==> src/rtl/cpu_pkg.sv <==
// rtl/cpu_pkg.sv - shared constants, state codes and value helpers for the mini CPU
package cpu_pkg;

    localparam int REG_W  = 16;
    localparam int REG_N  = 16;
    localparam int REG_AW = 4;

    localparam int OPC_MSB = 17;
    localparam int OPC_LSB = 15;
    localparam int R1_MSB  = 14;
    localparam int R1_LSB  = 11;
    localparam int R2_MSB  = 10;
    localparam int R2_LSB  = 7;
    localparam int R3_MSB  = 6;
    localparam int R3_LSB  = 3;
    localparam int IMM_MSB = 6;
    localparam int IMM_LSB = 0;

    localparam logic [2:0] OP_LOAD    = 3'b000;
    localparam logic [2:0] OP_ADD     = 3'b001;
    localparam logic [2:0] OP_ADDI    = 3'b010;
    localparam logic [2:0] OP_SUB     = 3'b011;
    localparam logic [2:0] OP_SUBI    = 3'b100;
    localparam logic [2:0] OP_MUL     = 3'b101;
    localparam logic [2:0] OP_CLEAR   = 3'b110;
    localparam logic [2:0] OP_DISPLAY = 3'b111;

    typedef enum logic [2:0] {
        ST_OFF    = 3'b000,
        ST_IDLE   = 3'b001,
        ST_DECODE = 3'b010,
        ST_EXEC   = 3'b011,
        ST_SHOW   = 3'b101,
        ST_STORE  = 3'b110
    } cpu_state_e;

    // Switch immediates are sign-magnitude; the datapath is two's complement.
    function automatic logic [REG_W-1:0] imm_sext(input logic [6:0] imm);
        logic [REG_W-1:0] mag;
        mag = {10'd0, imm[5:0]};
        return imm[6] ? (16'd0 - mag) : mag;
    endfunction

    function automatic logic [REG_W-1:0] to_sign_mag(input logic [REG_W-1:0] v);
        logic [REG_W-1:0] neg;
        neg = 16'd0 - v;
        if (v == 16'h8000)
            return 16'hFFFF;
        else if (v[15])
            return {1'b1, neg[14:0]};
        else
            return v;
    endfunction

endpackage

==> src/rtl/reg_file.sv <==
// rtl/reg_file.sv - 16x16 register file, two async read ports, one write port, global clear
module reg_file
    import cpu_pkg::*;
(
    input  logic              clk,
    input  logic              rst_n,
    input  logic              clr,
    input  logic              we,
    input  logic [REG_AW-1:0] waddr,
    input  logic [REG_W-1:0]  wdata,
    input  logic [REG_AW-1:0] raddr_a,
    input  logic [REG_AW-1:0] raddr_b,
    output logic [REG_W-1:0]  rdata_a,
    output logic [REG_W-1:0]  rdata_b
);

    logic [REG_W-1:0] mem [REG_N];

    always_ff @(posedge clk or negedge rst_n) begin
        if (!rst_n) begin
            for (int i = 0; i < REG_N; i++) mem[i] <= '0;
        end else if (clr) begin
            for (int i = 0; i < REG_N; i++) mem[i] <= '0;
        end else if (we) begin
            mem[waddr] <= wdata;
        end
    end

    assign rdata_a = mem[raddr_a];
    assign rdata_b = mem[raddr_b];

endmodule

==> src/rtl/mini_cpu_ctrl.sv <==
// rtl/mini_cpu_ctrl.sv - mini CPU controller: button conditioning, FSM, ALU, result formatting
module mini_cpu_ctrl
    import cpu_pkg::*;
#(
    parameter int SHOW_HOLD   = 4_000_000,
    parameter int SYNC_STAGES = 2
) (
    input  logic        clk,
    input  logic        rst_n,
    input  logic        btn_power,
    input  logic        btn_send,
    input  logic [17:0] instr,
    output logic [2:0]  estadoCpu,
    output logic [2:0]  opcode,
    output logic [15:0] result,
    output logic [3:0]  reg1,
    output logic [3:0]  reg2,
    output logic [3:0]  reg3
);

    localparam int CW = (SHOW_HOLD < 2) ? 1 : $clog2(SHOW_HOLD + 1);
    localparam logic [CW-1:0] HOLD_MAX = CW'(SHOW_HOLD);

    cpu_state_e          state, state_nxt;
    logic [SYNC_STAGES-1:0] pwr_sync, send_sync;
    logic                pwr_prev, send_prev, pwr_pulse, send_pulse;
    logic                load_fields, rf_we, rf_clr;
    logic [REG_AW-1:0]   rf_waddr;
    logic [6:0]          imm_q;
    logic [REG_W-1:0]    imm_ext, rd_a, rd_b, op_a, op_b, alu_val, alu_q;
    logic [CW-1:0]       hold_cnt;

    // Registered edge detect: the pulse lands one cycle after the last sync stage.
    always_ff @(posedge clk or negedge rst_n) begin
        if (!rst_n) begin
            pwr_sync   <= '0;
            send_sync  <= '0;
            pwr_prev   <= 1'b0;
            send_prev  <= 1'b0;
            pwr_pulse  <= 1'b0;
            send_pulse <= 1'b0;
        end else begin
            pwr_sync   <= SYNC_STAGES'({pwr_sync, btn_power});
            send_sync  <= SYNC_STAGES'({send_sync, btn_send});
            pwr_prev   <= pwr_sync[SYNC_STAGES-1];
            send_prev  <= send_sync[SYNC_STAGES-1];
            pwr_pulse  <= pwr_sync[SYNC_STAGES-1] & ~pwr_prev;
            send_pulse <= send_sync[SYNC_STAGES-1] & ~send_prev;
        end
    end

    always_ff @(posedge clk or negedge rst_n) begin
        if (!rst_n) state <= ST_OFF;
        else        state <= state_nxt;
    end

    always_comb begin
        state_nxt   = state;
        load_fields = 1'b0;
        rf_we       = 1'b0;
        rf_clr      = 1'b0;
        rf_waddr    = reg2;
        if (state == ST_OFF) begin
            if (pwr_pulse) begin
                state_nxt = ST_IDLE;
                rf_clr    = 1'b1;
            end
        end else if (pwr_pulse) begin
            state_nxt = ST_OFF;
        end else begin
            case (state)
                ST_IDLE: begin
                    if (send_pulse) begin
                        state_nxt   = ST_DECODE;
                        load_fields = 1'b1;
                    end
                end
                ST_DECODE: state_nxt = ST_EXEC;
                ST_EXEC:   state_nxt = ST_STORE;
                ST_STORE: begin
                    state_nxt = ST_SHOW;
                    rf_clr    = (opcode == OP_CLEAR);
                    rf_we     = (opcode != OP_CLEAR) && (opcode != OP_DISPLAY);
                    case (opcode)
                        OP_LOAD:        rf_waddr = reg1;
                        OP_ADD, OP_SUB: rf_waddr = reg3;
                        default:        rf_waddr = reg2;
                    endcase
                end
                ST_SHOW: begin
                    if (send_pulse && hold_cnt == HOLD_MAX) begin
                        state_nxt   = ST_DECODE;
                        load_fields = 1'b1;
                    end
                end
                default: state_nxt = ST_OFF;
            endcase
        end
    end

    assign imm_ext = imm_sext(imm_q);

    always_comb begin
        alu_val = '0;
        case (opcode)
            OP_LOAD:  alu_val = imm_ext;
            OP_ADD:   alu_val = op_a + op_b;
            OP_ADDI:  alu_val = op_a + imm_ext;
            OP_SUB:   alu_val = op_a - op_b;
            OP_SUBI:  alu_val = op_a - imm_ext;
            OP_MUL:   alu_val = op_a * imm_ext;
            OP_CLEAR: alu_val = '0;
            default:  alu_val = op_a;
        endcase
    end

    always_ff @(posedge clk or negedge rst_n) begin
        if (!rst_n) begin
            opcode   <= '0;
            reg1     <= '0;
            reg2     <= '0;
            reg3     <= '0;
            imm_q    <= '0;
            op_a     <= '0;
            op_b     <= '0;
            alu_q    <= '0;
            result   <= '0;
            hold_cnt <= '0;
        end else begin
            if (load_fields) begin
                opcode <= instr[OPC_MSB:OPC_LSB];
                reg1   <= instr[R1_MSB:R1_LSB];
                reg2   <= instr[R2_MSB:R2_LSB];
                reg3   <= instr[R3_MSB:R3_LSB];
                imm_q  <= instr[IMM_MSB:IMM_LSB];
            end
            if (state == ST_DECODE) begin
                op_a <= rd_a;
                op_b <= rd_b;
            end
            if (state == ST_EXEC) alu_q <= alu_val;
            // A power pulse in STORE aborts the whole commit, display value included.
            if (state == ST_STORE && !pwr_pulse) result <= to_sign_mag(alu_q);
            if (state == ST_STORE)
                hold_cnt <= '0;
            else if (state == ST_SHOW && hold_cnt != HOLD_MAX)
                hold_cnt <= hold_cnt + CW'(1);
        end
    end

    reg_file u_reg_file (
        .clk     (clk),
        .rst_n   (rst_n),
        .clr     (rf_clr),
        .we      (rf_we),
        .waddr   (rf_waddr),
        .wdata   (alu_q),
        .raddr_a (reg1),
        .raddr_b (reg2),
        .rdata_a (rd_a),
        .rdata_b (rd_b)
    );

    assign estadoCpu = state;

endmodule
==> config.mk <==
export PLATFORM = sky130hd
export DESIGN_NAME = mini_cpu_ctrl
export DESIGN_NICKNAME = d
export VERILOG_FILES = /design/src/rtl/cpu_pkg.sv /design/src/rtl/reg_file.sv /design/src/rtl/mini_cpu_ctrl.sv
export SDC_FILE = /design/constraint.sdc
export NUM_CORES = 1
export LEC_CHECK = 0
export BUFFER_PORTS_ARGS = -buffer_cell sky130_fd_sc_hd__buf_2
export CAP_MARGIN = 20
export CORE_MARGIN = 2
export CORE_UTILIZATION = 30
export DETAILED_ROUTE_END_ITERATION = 7
export HOLD_SLACK_MARGIN = 0.05
export SYNTH_ARGS = -nofsm -noshare
export SYNTH_HDL_FRONTEND = slang
export SYNTH_SLANG_ARGS = --single-unit
==> constraint.sdc <==
create_clock -name clk -period 9.25 [get_ports clk]
set_clock_uncertainty 0.1 [all_clocks]
set_input_delay 0.4625 -clock clk [delete_from_list [all_inputs] [get_ports clk]]
set_output_delay 0.4625 -clock clk [all_outputs]
set_load 0.03 [all_outputs]
==> flow_summary.json <==
{
  "status": "completed",
  "slowest_delay_ps": 670,
  "path_max_fanout": 14,
  "dpl.hpwl_um": 43500,
  "min_from": "send_sync[0]",
  "firstDrtPassIters": 5,
  "htree_num_levels": 2,
  "yosysTopAreaCell": "dfrtp_1",
  "rows": 105,
  "insertion_delay_ps": 580,
  "layout_commonest_cell": "dfrtp_1",
  "cts_tree": "done",
  "path_class": "flop to flop",
  "hold_path_class": "flop to flop",
  "rsz0062_at_grt": "false",
  "routabilityCongestion": 0.895,
  "ys_warn_count": 0,
  "cts_sinks": 371,
  "grt_pass1_vias": 17778,
  "area_growth_pct": 11.4,
  "final.min_clock_period_ps": 7240,
  "crit_top_cell": "inv_1",
  "timing.final.ws_setup_ps": 2010,
  "peakVddDrop_uv": 190,
  "finalSetupTns_ps": 0,
  "ctsHoldBuffers": 21,
  "synth_edf_count": 0,
  "clock_path_buffers": 3,
  "synth_top_cell_area_share_pct": 37.3,
  "cp.arrival_ps": 7630,
  "vias": 17467,
  "synth_nets": 2427,
  "cts.clk_slew.worst_paths_ps": 70,
  "cts_buffers": 41,
  "post_cts_buffers": 0,
  "finish.utilization_pct": 33.8,
  "setup_viol": 0,
  "slew_viol_final": 0,
  "clock-root-buffer": "clkbuf_16",
  "critPathRequiredTime_ps": 9630,
  "final_layout_size_suffix_gt1_share_pct": 16.8,
  "end_kind": "flop",
  "grt_antenna_before_repair": 1,
  "crit_start": "imm_q[1]",
  "synthCells": 2258,
  "nFillCells": 8141,
  "die_x_um": 292,
  "dieArea_um2": 85300,
  "critPathLaunchType": "flop",
  "r2r_setup_slack_ps": 2010,
  "async_flop_share_pct": 100,
  "grt_usage_pct": 16.4,
  "ant_nets": 0,
  "route.detailed.drc": 0,
  "relSlewSlack_pct": 27.0,
  "n_antenna_cell": 0,
  "grt_first_pass_wirelength_um": 109000,
  "p_leak_nw": 12.7,
  "ys_seq_elements": 371,
  "synth_cell_types": 73,
  "core_um2": 82100,
  "tightest_slew_ps": 1090,
  "pre_cts_ws_ps": 2080,
  "grt_max_degree": 145,
  "wl_um": 69000,
  "gr-total-overflow": 0,
  "viasPerCell": 5.22,
  "reg2reg_from": "imm_q[1]",
  "syn-cell-area_um2": 24900,
  "ctsResizeCount": 0,
  "slowest_stage": "a2111oi_0",
  "hold_violations": 0,
  "final_cell_mix": "dfrtp_1, nor2_1, mux2i_1, mux4_2, inv_1",
  "drv_cap": 0,
  "pin_count": 56,
  "start_util_pct": 30.3,
  "p_total_mw": 6.44,
  "synth_seq_area_share_pct": 37.3,
  "synth_ff_type": "dfrtp_1",
  "powerDensity_nw_per_um2": 232,
  "die_h_um": 292,
  "portBuffers": 55,
  "drt_iter0_drc": 1473,
  "fin_crit_sh_pct": 78.3,
  "max_freq_mhz": 138,
  "wl_per_cell_um": 20.6,
  "synthTopCellsByArea": "dfrtp_1, mux4_2, mux2i_1",
  "nNetsFinal": 2416,
  "syn_avg_cell_area_um2": 11.0
}
[state kept, by name (all words and copies together) (netlist names), 2 cells and up]
signal          cells
estadoCpu           3
reg2                4
imm_q               3
pwr_sync            2
op_a               16
reg1                4
reg3                4
u_reg_file.mem    256
hold_cnt           22
result             16
op_b               16
send_sync           2
alu_q              16
opcode              3
[through the flow]
stage | hold WS, ps | cell area (um2) | cells
6_report | 250 | 27700 | 3345
3_3_place_gp | 232 | 26100 | 3252
2_1_floorplan | 66.9 | 24900 | 2258
3_5_place_dp | 246 | 26100 | 3253
4_1_cts | 260 | 27700 | 3345
5_1_grt | 266 | 27700 | 3345
[synthesized netlist by cell type, types with 18 or more instances]
| library cell | count |
|---|---|
| dfrtp_1 | 371 |
| nor2_1 | 354 |
| mux2i_1 | 263 |
| mux4_2 | 160 |
| inv_1 | 135 |
| clkbuf_1 | 107 |
| nand2_1 | 96 |
| fa_1 | 78 |
| xnor2_1 | 70 |
| ha_1 | 69 |
| a21oi_1 | 68 |
| o21ai_0 | 56 |
| and2_1 | 51 |
| buf_1 | 33 |
| mux2_2 | 30 |
| nand3_1 | 22 |
| xor2_1 | 21 |
| mux2_1 | 18 |
[logic make-up (layout without fill, tap and decap cells)]
logic type,count (synthesis),in the layout,synth area share [%]
fa+ha+maj,147,147,9.74
simple gates,651,651,12.0
xor+xnor,92,92,3.29
compound gates,218,218,5.36
mux,471,471,27.2
flops,371,371,37.3
buf+inv,308,325,5.04
[report_power, final]
part | internal, mW | switching [mW] | leakage [nW]
Sequential | 1.73 | 0.293 | 5.08
Clock | 1.00 | 0.708 | 0.680
Combinational | 0.966 | 1.74 | 6.92
Total | 3.70 | 2.74 | 12.7
[per-layer routing]
metal | GRT usage [%] | share of wire (%)
met1 | 22.6 | 44
met2 | 26.7 | 47
met3 | 2.80 | 6.0
met4 | 4.60 | 2.6
met5 | 0 | 0
[final timing paths]
path / endpoint / depth (start not counted)
min in group asynchronous: u_reg_file.mem[7] / 2
setup reg to reg: alu_q[15] / 26
hold reg to reg: send_sync[1] / 0
max in group asynchronous: op_b[2] / 4
hold / removal: send_sync[1] / 0
setup / recovery: alu_q[15] / 26
[worst max-delay path, delay by kind of cell (launching register included)]
family,cells,cell delay (ps)
adder cells (fa/ha/maj),8,2990
XOR/XNOR,1,150
AO/OA/AOI/OAI,7,1900
flip-flops,1,400
buffers and inverters,6,640
AND/OR/NAND/NOR,4,970
[layout make-up]
class	instances	area [um2]	area share, %
repair buffers	118	827	2.98
multi-input cells	1579	14400	51.8
clock inverters	15	214	0.771
clock buffers	56	1170	4.23
flip-flops and latches	371	9300	33.5
inverters	136	510	1.84
well taps	1070	1340	4.83
No activity file was read; power rests on OpenSTA's default activity.
